<file path="src/rtl/mem_bus_arbiter.sv">
// Two-master memory bus arbiter: core and JTAG share a single-port memory bus.
// JTAG has priority, bounded by STARVE_MAX consecutive wins while the core waits.
module mem_bus_arbiter #(
    parameter int STARVE_MAX = 4
) (
    input  logic        clk,
    input  logic        rstn,
    input  logic        core_req,
    input  logic        core_isWr,
    input  logic [15:0] core_addr,
    input  logic [15:0] core_wdata,
    output logic        core_ack,
    output logic [15:0] core_rdata,
    input  logic        jtag_req,
    input  logic        jtag_isWr,
    input  logic [15:0] jtag_addr,
    input  logic [15:0] jtag_wdata,
    output logic        jtag_ack,
    output logic [15:0] jtag_rdata,
    input  logic        jtag_halt,
    output logic [15:0] mem_addr,
    output logic [15:0] mem_wdata,
    output logic        mem_isWr,
    output logic        mem_en,
    input  logic [15:0] mem_rdata,
    output logic [1:0]  busOwner
);

    localparam logic [1:0] S_IDLE = 2'd0;
    localparam logic [1:0] S_ACC  = 2'd1;
    localparam logic [1:0] S_ACK  = 2'd2;
    localparam logic [3:0] STARVE_LIM = 4'(STARVE_MAX);

    function automatic logic [3:0] sat_inc(input logic [3:0] v);
        return (v == 4'hF) ? v : v + 4'd1;
    endfunction

    logic [1:0]  state_q, state_d;
    logic        owner_q, owner_d;          // 1 = JTAG, 0 = core
    logic [3:0]  starve_q, starve_d;
    logic [15:0] mem_addr_q, mem_addr_d;
    logic [15:0] mem_wdata_q, mem_wdata_d;
    logic        mem_iswr_q, mem_iswr_d;
    logic        mem_en_q, mem_en_d;
    logic        core_ack_q, core_ack_d;
    logic        jtag_ack_q, jtag_ack_d;
    logic [15:0] core_rdata_q, core_rdata_d;
    logic [15:0] jtag_rdata_q, jtag_rdata_d;

    logic core_elig;
    logic grant_jtag;
    logic grant_core;

    assign core_elig  = core_req & ~jtag_halt;
    assign grant_jtag = jtag_req & (~core_elig | (starve_q < STARVE_LIM));
    assign grant_core = core_elig & ~grant_jtag;

    always_comb begin
        state_d      = state_q;
        owner_d      = owner_q;
        starve_d     = starve_q;
        mem_addr_d   = mem_addr_q;
        mem_wdata_d  = mem_wdata_q;
        mem_iswr_d   = mem_iswr_q;
        mem_en_d     = mem_en_q;
        core_ack_d   = 1'b0;
        jtag_ack_d   = 1'b0;
        core_rdata_d = core_rdata_q;
        jtag_rdata_d = jtag_rdata_q;

        case (state_q)
            S_IDLE: begin
                // Starvation count only runs while the core is actually waiting
                if (!core_elig) begin
                    starve_d = 4'd0;
                end else if (grant_jtag) begin
                    starve_d = sat_inc(starve_q);
                end else begin
                    starve_d = 4'd0;
                end

                if (grant_jtag || grant_core) begin
                    owner_d     = grant_jtag;
                    mem_addr_d  = grant_jtag ? jtag_addr  : core_addr;
                    mem_wdata_d = grant_jtag ? jtag_wdata : core_wdata;
                    mem_iswr_d  = grant_jtag ? jtag_isWr  : core_isWr;
                    mem_en_d    = 1'b1;
                    state_d     = S_ACC;
                end
            end
            S_ACC: begin
                if (!mem_iswr_q) begin
                    if (owner_q) begin
                        jtag_rdata_d = mem_rdata;
                    end else begin
                        core_rdata_d = mem_rdata;
                    end
                end
                jtag_ack_d = owner_q;
                core_ack_d = ~owner_q;
                mem_en_d   = 1'b0;
                mem_iswr_d = 1'b0;
                state_d    = S_ACK;
            end
            S_ACK: begin
                state_d = S_IDLE;
            end
            default: begin
                mem_en_d   = 1'b0;
                mem_iswr_d = 1'b0;
                state_d    = S_IDLE;
            end
        endcase
    end

    always_ff @(posedge clk) begin
        if (!rstn) begin
            state_q      <= S_IDLE;
            owner_q      <= 1'b0;
            starve_q     <= 4'd0;
            mem_addr_q   <= 16'd0;
            mem_wdata_q  <= 16'd0;
            mem_iswr_q   <= 1'b0;
            mem_en_q     <= 1'b0;
            core_ack_q   <= 1'b0;
            jtag_ack_q   <= 1'b0;
            core_rdata_q <= 16'd0;
            jtag_rdata_q <= 16'd0;
        end else begin
            state_q      <= state_d;
            owner_q      <= owner_d;
            starve_q     <= starve_d;
            mem_addr_q   <= mem_addr_d;
            mem_wdata_q  <= mem_wdata_d;
            mem_iswr_q   <= mem_iswr_d;
            mem_en_q     <= mem_en_d;
            core_ack_q   <= core_ack_d;
            jtag_ack_q   <= jtag_ack_d;
            core_rdata_q <= core_rdata_d;
            jtag_rdata_q <= jtag_rdata_d;
        end
    end

    assign mem_addr   = mem_addr_q;
    assign mem_wdata  = mem_wdata_q;
    assign mem_isWr   = mem_iswr_q;
    assign mem_en     = mem_en_q;
    assign core_ack   = core_ack_q;
    assign jtag_ack   = jtag_ack_q;
    assign core_rdata = core_rdata_q;
    assign jtag_rdata = jtag_rdata_q;
    assign busOwner   = (state_q == S_IDLE) ? 2'b00 : (owner_q ? 2'b10 : 2'b01);

endmodule

</file>
<file path="config.mk">
export PLATFORM = sky130hd
export DESIGN_NAME = mem_bus_arbiter
export DESIGN_NICKNAME = d
export VERILOG_FILES = /design/src/rtl/mem_bus_arbiter.sv
export SDC_FILE = /design/constraint.sdc
export NUM_CORES = 1
export LEC_CHECK = 0
export CORE_MARGIN = 5
export CORE_UTILIZATION = 39
export DETAILED_ROUTE_END_ITERATION = 8
export GPL_ROUTABILITY_DRIVEN = 0
export PLACE_DENSITY = 0.81
export SLEW_MARGIN = 20
export SYNTH_ARGS = -nofsm -noshare
export SYNTH_HDL_FRONTEND = slang
export SYNTH_SLANG_ARGS = --single-unit
</file>
<file path="constraint.sdc">
create_clock -name clk -period 1.56 [get_ports clk]
set_input_delay 0.234 -clock clk [delete_from_list [all_inputs] [get_ports clk]]
set_output_delay 0.234 -clock clk [all_outputs]
set_load 0.02 [all_outputs]
</file>
==> impl_metrics.prom <==
# TYPE chip_impl_metric gauge
chip_impl_metric{name="dp_hpwl",unit="mm"} 6.75
chip_impl_metric{name="timing.max_cap.violations",unit=""} 0
chip_impl_metric{name="drc",unit=""} 0
chip_impl_metric{name="routed_wirelength",unit="mm"} 9.56
chip_impl_metric{name="worst_ep_required_time",unit="ns"} 1.81
chip_impl_metric{name="routed-wl-met2",unit="mm"} 4.65
chip_impl_metric{name="setup_viol",unit=""} 0
chip_impl_metric{name="p_per_cell_area",unit="nW/um^2"} 1010
chip_impl_metric{name="ys_async_sr_fraction",unit="%"} 0
chip_impl_info{name="worstReg2RegStart",value="state_q[1]$_SDFFE_PN0P_"} 1
chip_impl_metric{name="final.period_utilization",unit="%"} 97.5
chip_impl_metric{name="grt_start_max_net_pins",unit=""} 56
chip_impl_metric{name="grtUsageTotal",unit="%"} 19.4
chip_impl_metric{name="cts_made_buffers",unit=""} 9
chip_impl_info{name="ys_top_cells_by_area",value="sky130_fd_sc_hd__dfxtp_1 (52%), sky130_fd_sc_hd__nand2_1 (17%), sky130_fd_sc_hd__a31oi_1 (6.9%)"} 1
chip_impl_info{name="biggest_area_consumer_among_synthesized_cells",value="sky130_fd_sc_hd__dfxtp_1"} 1
chip_impl_metric{name="place.port_buffers",unit=""} 156
chip_impl_metric{name="critPathMaxStageDelay",unit="ns"} 0.35
chip_impl_metric{name="die_x",unit="um"} 96.0
chip_impl_metric{name="synth_sequential_area_ratio",unit="%"} 52.1
chip_impl_metric{name="final_max_slew_viol_count",unit=""} 0
chip_impl_info{name="type_of_the_setup_path_with_the_least_slack",value="reg2reg"} 1
chip_impl_metric{name="syn_nets",unit=""} 455
chip_impl_metric{name="timing.critical_path.fanout_max",unit=""} 27
chip_impl_metric{name="syn-mean-instance-area",unit="um^2"} 7.85
chip_impl_metric{name="avgViaCountPerCell",unit=""} 5.03
chip_impl_metric{name="yosysWarningCount",unit=""} 0
chip_impl_metric{name="power_leakage",unit="uW"} 0.00273
chip_impl_metric{name="reg2reg_slack",unit="ns"} 0.04
chip_impl_metric{name="final_core_util",unit="%"} 71.5
chip_impl_metric{name="finalSetupTns",unit="ns"} 0
chip_impl_metric{name="die_area",unit="um^2"} 9210
chip_impl_metric{name="hold_path_depth",unit=""} 2
chip_impl_metric{name="remaining_antenna_violation_count_after_routing",unit=""} 0
chip_impl_metric{name="worst_setup_hold_path_clk_slew",unit="ns"} 0.08
chip_impl_info{name="clockRootBuffer",value="sky130_fd_sc_hd__clkbuf_8"} 1
chip_impl_info{name="synth_commonest_cells",value="sky130_fd_sc_hd__nand2_1 (132), sky130_fd_sc_hd__dfxtp_1 (75), sky130_fd_sc_hd__a21oi_1 (35)"} 1
chip_impl_metric{name="wl_per_cell",unit="um"} 15.0
chip_impl_metric{name="start_util",unit="%"} 39.9
chip_impl_metric{name="synth_top_area_share",unit="%"} 52.1
chip_impl_info{name="critical_path.cell_chain",value="or2_1 > buf_6 > a21oi_4 > buf_12 > clkbuf_16 > o21ai_0 > a31oi_1"} 1
chip_impl_metric{name="synth-edff-count",unit=""} 0
chip_impl_metric{name="timing.clock.skew",unit="ns"} 0.00776
chip_impl_metric{name="clk_path_buf_depth",unit=""} 2
chip_impl_metric{name="fin_crit",unit="ns"} 1.52
chip_impl_metric{name="synth_cells",unit=""} 367
chip_impl_metric{name="post_synth_instance_area",unit="um^2"} 2880
chip_impl_metric{name="cts.sink_count",unit=""} 75
chip_impl_info{name="top_count_cell_post_synth",value="sky130_fd_sc_hd__nand2_1"} 1
chip_impl_metric{name="diodes",unit=""} 0
chip_impl_metric{name="gr-total-overflow",unit=""} 0
chip_impl_metric{name="critical_path_arrival",unit="ns"} 1.77
chip_impl_metric{name="placeableCoreArea",unit="um^2"} 7210
chip_impl_metric{name="drt-pass1-iter-count",unit=""} 6
chip_impl_info{name="critical_path.slowest_cell",value="sky130_fd_sc_hd__dfxtp_2"} 1
chip_impl_metric{name="global_route_wire_length_before_repair",unit="mm"} 13.9
chip_impl_metric{name="routed-via-count",unit=""} 3202
chip_impl_metric{name="layout-drive-gt1-share",unit="%"} 9.48
chip_impl_info{name="postSynth.topFlopCell",value="sky130_fd_sc_hd__dfxtp_1"} 1
chip_impl_metric{name="hold_viol",unit=""} 0
chip_impl_info{name="min_from",value="jtag_rdata[0]$_SDFFE_PN0P_"} 1
chip_impl_metric{name="met3_length",unit="mm"} 1.07
chip_impl_metric{name="met1Wirelength",unit="mm"} 3.68
chip_impl_metric{name="multiInputGateArea",unit="um^2"} 1260
chip_impl_info{name="min_delay_worst_endpoint",value="jtag_rdata[0]$_SDFFE_PN0P_"} 1
chip_impl_metric{name="fin_nets",unit=""} 621
chip_impl_metric{name="sequential_cell_area",unit="um^2"} 1500
chip_impl_metric{name="worst_max_slew_pin_slew",unit="ns"} 0.325
chip_impl_info{name="worstSetupStartpointType",value="flip-flop"} 1
chip_impl_metric{name="initial_antenna_violation_count",unit=""} 0
chip_impl_metric{name="fmaxAchievable",unit="MHz"} 657
chip_impl_metric{name="ir_drop",unit="V"} 0.000645
chip_impl_metric{name="worstSkewPairLatency",unit="ns"} 0.33
chip_impl_metric{name="area.growth.synth_to_final",unit="%"} 79.1
chip_impl_metric{name="worst-r2r-cell-count",unit=""} 7
chip_impl_info{name="timing.hold.worst.class",value="reg2reg"} 1
chip_impl_metric{name="cts_htree_levels",unit=""} 3
chip_impl_metric{name="num_rows",unit=""} 31
chip_impl_metric{name="drt_iter0_drc",unit=""} 146
chip_impl_info{name="routed.top_layer",value="met4"} 1
chip_impl_metric{name="grt_pass1_vias",unit=""} 2972
chip_impl_info{name="status",value="finished, final reports clean"} 1
chip_impl_metric{name="top_level_ports",unit=""} 157
chip_impl_info{name="cts_tree",value="built"} 1
chip_impl_metric{name="count_of_filler_cells_inserted_in_the_layout",unit=""} 583
chip_impl_metric{name="worst_slew_margin_rel",unit="%"} 78.3
chip_impl_metric{name="yosysUniqueCellTypes",unit=""} 32
chip_impl_info{name="crit_path_end_kind",value="flip-flop"} 1
chip_impl_metric{name="synth.ff_latch_count",unit=""} 75
chip_impl_metric{name="die_h",unit="um"} 96.0
chip_impl_info{name="r2r_end",value="mem_addr[15]$_SDFFE_PN0P_"} 1
==> stage by stage <==
| stage | std cells | area, um^2 | setup WS, ns | total power [uW] | hold slack [ns] |
|---|---|---|---|---|---|
| after detailed placement | 617 | 4680 | -0.238 | 3260 | 0.447 |
| after global placement | 617 | 4680 | -0.198 | 3230 | 0.442 |
| after floorplan | 367 | 2880 | 0.194 | 2630 | 0.370 |
| final | 637 | 5160 | 0.0384 | 5190 | 0.452 |
| after global routing | 637 | 5160 | -0.0299 | 5440 | 0.445 |
| after CTS | 633 | 4930 | 0.00535 | 5190 | 0.439 |
==> power by group <==
part | internal, uW | switching [uW]
Sequential | 2050 | 64.4
Clock | 1230 | 705
Combinational | 603 | 543
==> worst max-delay path: cells and delay by family, from the launching register on <==
kind | cells | cell delay [ns]
buf+inv | 3 | 0.47
compound gates | 3 | 0.35
flops | 1 | 0.35
simple gates | 1 | 0.26
==> flip-flops by register name (all words and copies together) (netlist names) <==
name        flops
core_ack        1
core_rdata     16
jtag_ack        1
jtag_rdata     16
mem_addr       16
mem_en          1
mem_isWr        1
mem_wdata      16
owner_q         1
starve_q        4
state_q         2
==> placed cells by master (no fill, tap or decap), types with 3 or more instances in the layout <==
master and instances:
sky130_fd_sc_hd__bufinv_16 4, sky130_fd_sc_hd__buf_12 5, sky130_fd_sc_hd__nor2_1 5, sky130_fd_sc_hd__a31oi_1 32
sky130_fd_sc_hd__buf_4 18, sky130_fd_sc_hd__clkdlybuf4s50_1 103, sky130_fd_sc_hd__nand2_1 132, sky130_fd_sc_hd__a21oi_1 35
sky130_fd_sc_hd__dlymetal6s2s_1 48, sky130_fd_sc_hd__clkbuf_16 3, sky130_fd_sc_hd__dfxtp_1 74, sky130_fd_sc_hd__o21ai_0 32
sky130_fd_sc_hd__dlygate4sd2_1 4, sky130_fd_sc_hd__clkbuf_8 9, sky130_fd_sc_hd__and2_1 3
==> per-layer routing <==
metal	global-route usage, %	vias to the layer above
met5	0	-
met4	6.75	0
met3	8.05	12
met2	32.3	160
met1	22.4	1467
li1	-	1563
==> logic make-up (layout without fill, tap and decap cells) <==
| logic type | Yosys count | count (layout) | share of synthesized area, % |
|---|---|---|---|
| buffers and inverters | 31 | 202 | 4.73 |
| flip-flops | 75 | 75 | 52.1 |
| adder cells (fa/ha/maj) | 1 | 1 | 0.434 |
| multiplexers | 2 | 2 | 0.695 |
| AO/OA/AOI/OAI | 105 | 105 | 20.1 |
| AND/OR/NAND/NOR | 153 | 153 | 21.9 |
==> repair_timing <==
action / CTS / global route
pin swaps: 0 / 0
buffers inserted: 0 / 1
setup endpoints to repair: 5 / 76
resized for setup: 8 / 52
gates cloned: 0 / 3
hold buffers: 0 / 0
==> layout make-up <==
| type | instances | area share, % |
|---|---|---|
| Inverter | 3 | 0.218 |
| Multi-Input combinational cell | 261 | 24.5 |
| Timing Repair Buffer | 183 | 38.6 |
| Tap cell | 99 | 2.40 |
| Clock inverter | 6 | 2.67 |
| Sequential cell | 75 | 29.1 |
| Clock buffer | 10 | 2.47 |
==> worst max-delay path by stage <==
| stage | cells after the start | slack, ns | endpoint | startpoint |
|---|---|---|---|---|
| after CTS | 3 | 0.005 | busOwner[0] | state_q[1]$_SDFFE_PN0P_ |
| after global placement | 5 | -0.20 | starve_q[0]$_SDFFE_PN0P_ | jtag_req |
| after floorplan | 6 | 0.19 | core_rdata[10]$_SDFFE_PN0P_ | mem_isWr$_SDFFE_PN0P_ |
| final | 7 | 0.04 | mem_addr[15]$_SDFFE_PN0P_ | state_q[1]$_SDFFE_PN0P_ |
| after global routing | 1 | -0.03 | jtag_rdata[12] | jtag_rdata[12]$_SDFFE_PN0P_ |
| after detailed placement | 7 | -0.24 | mem_addr[12]$_SDFFE_PN0P_ | core_req |
(Power assumes the default switching activity.)
==> variant 1: new RTL, config.mk and constraints unchanged <==
Make the reset (`rstn`) asynchronous in one clocked block.
--- a/src/rtl/mem_bus_arbiter.sv
+++ b/src/rtl/mem_bus_arbiter.sv
@@ -113,7 +113,7 @@
         endcase
     end
 
-    always_ff @(posedge clk) begin
+    always_ff @(posedge clk or negedge rstn) begin
         if (!rstn) begin
             state_q      <= S_IDLE;
             owner_q      <= 1'b0;
Behaviour: differs if rstn is asserted again (counterexample within 4 cycles, from zero or initial values and one cycle with rstn low); with rstn held inactive, the same outputs for 10 cycles.
==> variant 1 against the unedited design <==
Sequential share of layout area rose by 6.5 points. Area after synthesis rose by 9.6%. Design area grew 2.2%. Core utilization decreased by 4.0 points. Wire length shrank 14%. Non-clock buffer count is 10 lower. Worst setup slack better by 5.7 ps. Via count fell by 22%. Sequential cell count unchanged.
Power is not compared: it rests on default switching activity, and its combinational part moved more than twofold at a synthesized area within 25%.
==> variant 1: results (changes against the unedited design) <==
SYN_AVG_CELL_AREA_UM2=12.53  # +60%
DRT_PASS1_ITERATIONS=4  # -2
WORSTSETUPSTARTPOINT='jtag_rdata[15]$_DFFE_PN0P_'
TIMING.CRITICAL_PATH.FANOUT_MAX=2  # -93%
MET2_WIRELENGTH_UM=3792  # -19%
SYNTH-COMPOUND-AREA-SHARE=0.06696  # -0.1341
FIN_SKEW_PS=7.209  # -0.5492 ps
MET1_LENGTH_UM=3183  # -14%
CP.ARRIVAL_PS=1280  # -490 ps
SYNTH_CELL_TYPE_COUNT=25  # -22%
GRT_MAX_DEGREE=65  # +16%
VIA_COUNT_OF_THE_FIRST_GLOBAL_ROUTING_PASS=2714  # -8.7%
SEQUENTIAL_SHARE_OF_THE_SYNTHESIZED_AREA=0.5943  # +0.07324
POST-DP-HPWL_UM=6484  # -4.0%
LAYOUT_SETUP_WS_PS=44.16  # +5.714 ps
WL_MET3_UM=1056  # -1.6%
WORST_PATH_LARGEST_CELL_DELAY_PS=600  # +250 ps
LAYOUT.FILLER_CELLS=606  # +3.9%
SYNTH.TOP_CELLS.BY_COUNT='sky130_fd_sc_hd__dfrtp_1, sky130_fd_sc_hd__nand2_1, sky130_fd_sc_hd__o21ai_0'
DRT_ITER0_MARKERS=46  # -68%
FIRST_PASS_GRT_WIRE_LENGTH_UM=12830  # -7.5%
ADDER_CELL_AREA_SHARE_OF_THE_YOSYS_NETLIST=0.003962  # -0.0003802
STATUS='finished, final reports clean'
CRITPATHCAPTURE='jtag_rdata[15]'
HOLD-WORST-SLACK_PS=381.7  # -70.78 ps
TIMING.REG2REG.SETUP_SLACK_PS=130  # +90 ps
SLEW_HEADROOM=0.7500  # -0.03347
PROPORTION_OF_LAYOUT_CELLS_WITH_A_DRIVE_SUFFIX_ABOVE_1=0.1729  # +0.07810
PLACE_WS_PS=-191.3  # +46.93 ps
DRT_WL_TOTAL_UM=8178  # -14%
variant 1: area by class of cell:
| class | count | share of cell area |
|---|---|---|
| multi-input cells | 161 | 0.2272 |
| clock buffers | 10 | 0.02609 |
| clock inverters | 6 | 0.02135 |
| well taps | 102 | 0.02419 |
| inverters | 3 | 0.002135 |
| flip-flops and latches | 75 | 0.3558 |
| repair buffers | 173 | 0.3432 |
variant 1: per-layer routing:
metal  GRT usage  vias up
li1            -     1211
met1      0.1858     1145
met2      0.2648      129
met3     0.07922       13
met4     0.06425        0
met5           0        -
variant 1: stage by stage:
stage | util | setup TNS, ps
after floorplan | - | 0
after global placement | 0.6345 | -3421
after detailed placement | 0.6345 | -5162
after CTS | 0.6630 | 0
after global routing | 0.6756 | -0.3336
final | 0.6756 | 0
variant 1: timing repair:
item / 4_1_cts / 5_1_grt
gates cloned: 0 / 0
endpoints found under the hold margin: 26 / 0
pin swaps: 0 / 1
hold buffers: 1 / 0
resized for setup: 30 / 40
setup endpoints to repair: 24 / 37
==> variant 2: new RTL, same flow settings <==
Made on the original files. Take the reset off `mem_addr_q`, `mem_wdata_q`, `core_rdata_q` and `jtag_rdata_q` and load them in a clocked block of their own.
--- a/src/rtl/mem_bus_arbiter.sv
+++ b/src/rtl/mem_bus_arbiter.sv
@@ -118,27 +118,26 @@
             state_q      <= S_IDLE;
             owner_q      <= 1'b0;
             starve_q     <= 4'd0;
-            mem_addr_q   <= 16'd0;
-            mem_wdata_q  <= 16'd0;
             mem_iswr_q   <= 1'b0;
             mem_en_q     <= 1'b0;
             core_ack_q   <= 1'b0;
             jtag_ack_q   <= 1'b0;
-            core_rdata_q <= 16'd0;
-            jtag_rdata_q <= 16'd0;
         end else begin
             state_q      <= state_d;
             owner_q      <= owner_d;
             starve_q     <= starve_d;
-            mem_addr_q   <= mem_addr_d;
-            mem_wdata_q  <= mem_wdata_d;
             mem_iswr_q   <= mem_iswr_d;
             mem_en_q     <= mem_en_d;
             core_ack_q   <= core_ack_d;
             jtag_ack_q   <= jtag_ack_d;
-            core_rdata_q <= core_rdata_d;
-            jtag_rdata_q <= jtag_rdata_d;
         end
+    end
+
+    always_ff @(posedge clk) begin
+        mem_addr_q   <= mem_addr_d;
+        mem_wdata_q  <= mem_wdata_d;
+        core_rdata_q <= core_rdata_d;
+        jtag_rdata_q <= jtag_rdata_d;
     end
 
     assign mem_addr   = mem_addr_q;
Formal check against the unedited RTL: not equivalent (a bounded check fails within 4 cycles, from zero or initial values and one cycle with rstn low).
==> variant 2 against the unedited design <==
Power shrank 5.2%. Design area shrank 2.1%. Count of clock-buffer cells in the layout shrank 1. Sequential cell count is the same. Critical path depth shrank 6. Area after synthesis shrank 1.2%. Global-route usage shrank 3.2 points. Worst setup slack lost 37 ps. Wire length shrank 17%. First-iteration DRC count shrank 79%. Critical endpoint is now core_rdata[12]. Highest routed layer unchanged.
==> variant 2: results (changes against the unedited design) <==
WORST-R2R-CELL-COUNT=4  # -3
SYNTH_NETS=242  # -47%
TOP_POST_SYNTHESIS_CELLS_BY_AREA='sky130_fd_sc_hd__edfxtp_1, sky130_fd_sc_hd__mux2_2, sky130_fd_sc_hd__dfxtp_1, sky130_fd_sc_hd__buf_6, sky130_fd_sc_hd__and2_1'
VIAS=2057  # -36%
FIN_SKEW_PS=12.53  # +4.768 ps
SYNTH-EDFF-COUNT=64  # +64
HOLD_PATH.CLASS='input pin to flop'
HOLD-WORST-SLACK_PS=475.5  # +23.00 ps
WORSTSETUPSTARTPOINT='core_rdata[12]$_DFFE_PP_'
TIMING.CRITICAL_PATH.TO_TYPE='primary output'
DPL_CELL_AREA_MM2=0.004690  # +0.29%
SYN_AVG_CELL_AREA_UM2=18.48  # +140%
FIRST_PASS_GRT_WIRE_LENGTH_UM=10810  # -22%
MIN_PERIOD_OVER_PERIOD=0.9994  # +0.02402
CTS.REPAIR.RESIZED=7  # -1
POWER_LEAKAGE_uW=0.002130  # -22%
CRITPATHCAPTURE='core_rdata[12]'
DRT_WL_TOTAL_UM=7950  # -17%
STATUS='finished, final reports clean'
CRITPATHSLOWESTCELL='sky130_fd_sc_hd__clkdlybuf4s50_1'
SEQUENTIAL_SHARE_OF_THE_SYNTHESIZED_AREA=0.7525  # +0.2315
DRT_PASS1_ITERATIONS=4  # -2
LAYOUT.NETS=423  # -32%
PROPORTION_OF_LAYOUT_CELLS_WITH_A_DRIVE_SUFFIX_ABOVE_1=0.2265  # +0.1317
CP.ARRIVAL_PS=1330  # -440 ps
## variant 2: changes by cell type in the layout (fill, tap and decap cells not counted), moves of 6 or more
| cell | delta |
|---|---|
| sky130_fd_sc_hd__mux2_2 | +32 |
| sky130_fd_sc_hd__dfxtp_1 | -65 |
| sky130_fd_sc_hd__buf_4 | -6 |
| sky130_fd_sc_hd__o21ai_0 | -28 |
| sky130_fd_sc_hd__edfxtp_1 | +64 |
| sky130_fd_sc_hd__clkdlybuf4s50_1 | +9 |
| sky130_fd_sc_hd__a31oi_1 | -32 |
| sky130_fd_sc_hd__a21oi_1 | -32 |
| sky130_fd_sc_hd__dlymetal6s2s_1 | -11 |
| sky130_fd_sc_hd__nand2_1 | -130 |
## variant 2: cell type report
type                       instances  area [um2]  area share
inverter                           3       11.26    0.002230
clock inverter                     7       98.84     0.01957
multi-input combinational         72       680.7      0.1348
sequential                        75        2150      0.4257
clock buffer                       9       123.9     0.02453
tap                               99       123.9     0.02453
timing repair buffer             174        1862      0.3687
## variant 2: logic make-up after synthesis
family                     after synthesis  share of synthesized area
and+or+nand+nor                         26                    0.05978
muxes                                   33                     0.1306
AOI/OAI and AO/OA                       12                    0.03209
DFF                                     75                     0.7525
adders and majority gates                1                   0.004395
buffers and inverters                    7                    0.02066
## variant 2: power groups by stage
stage                     Clock [uW]  Combinational [uW]  Sequential [uW]
after floorplan                    0                 190             2570
after global placement             0                 881             2410
after detailed placement           0                 900             2410
after CTS                       1690                 895             2370
after global routing            1790                 941             2370
final                           1670                 891             2360
## variant 2: per-layer routing
layer  routed length (um)  vias to the layer above  global-route usage
met5                    0                        -                   0
met4                   99                        0             0.06161
met3                  729                       11             0.05051
met2                 4127                      102              0.2857
met1                 2993                      988              0.1821
li1                     -                      956                   -
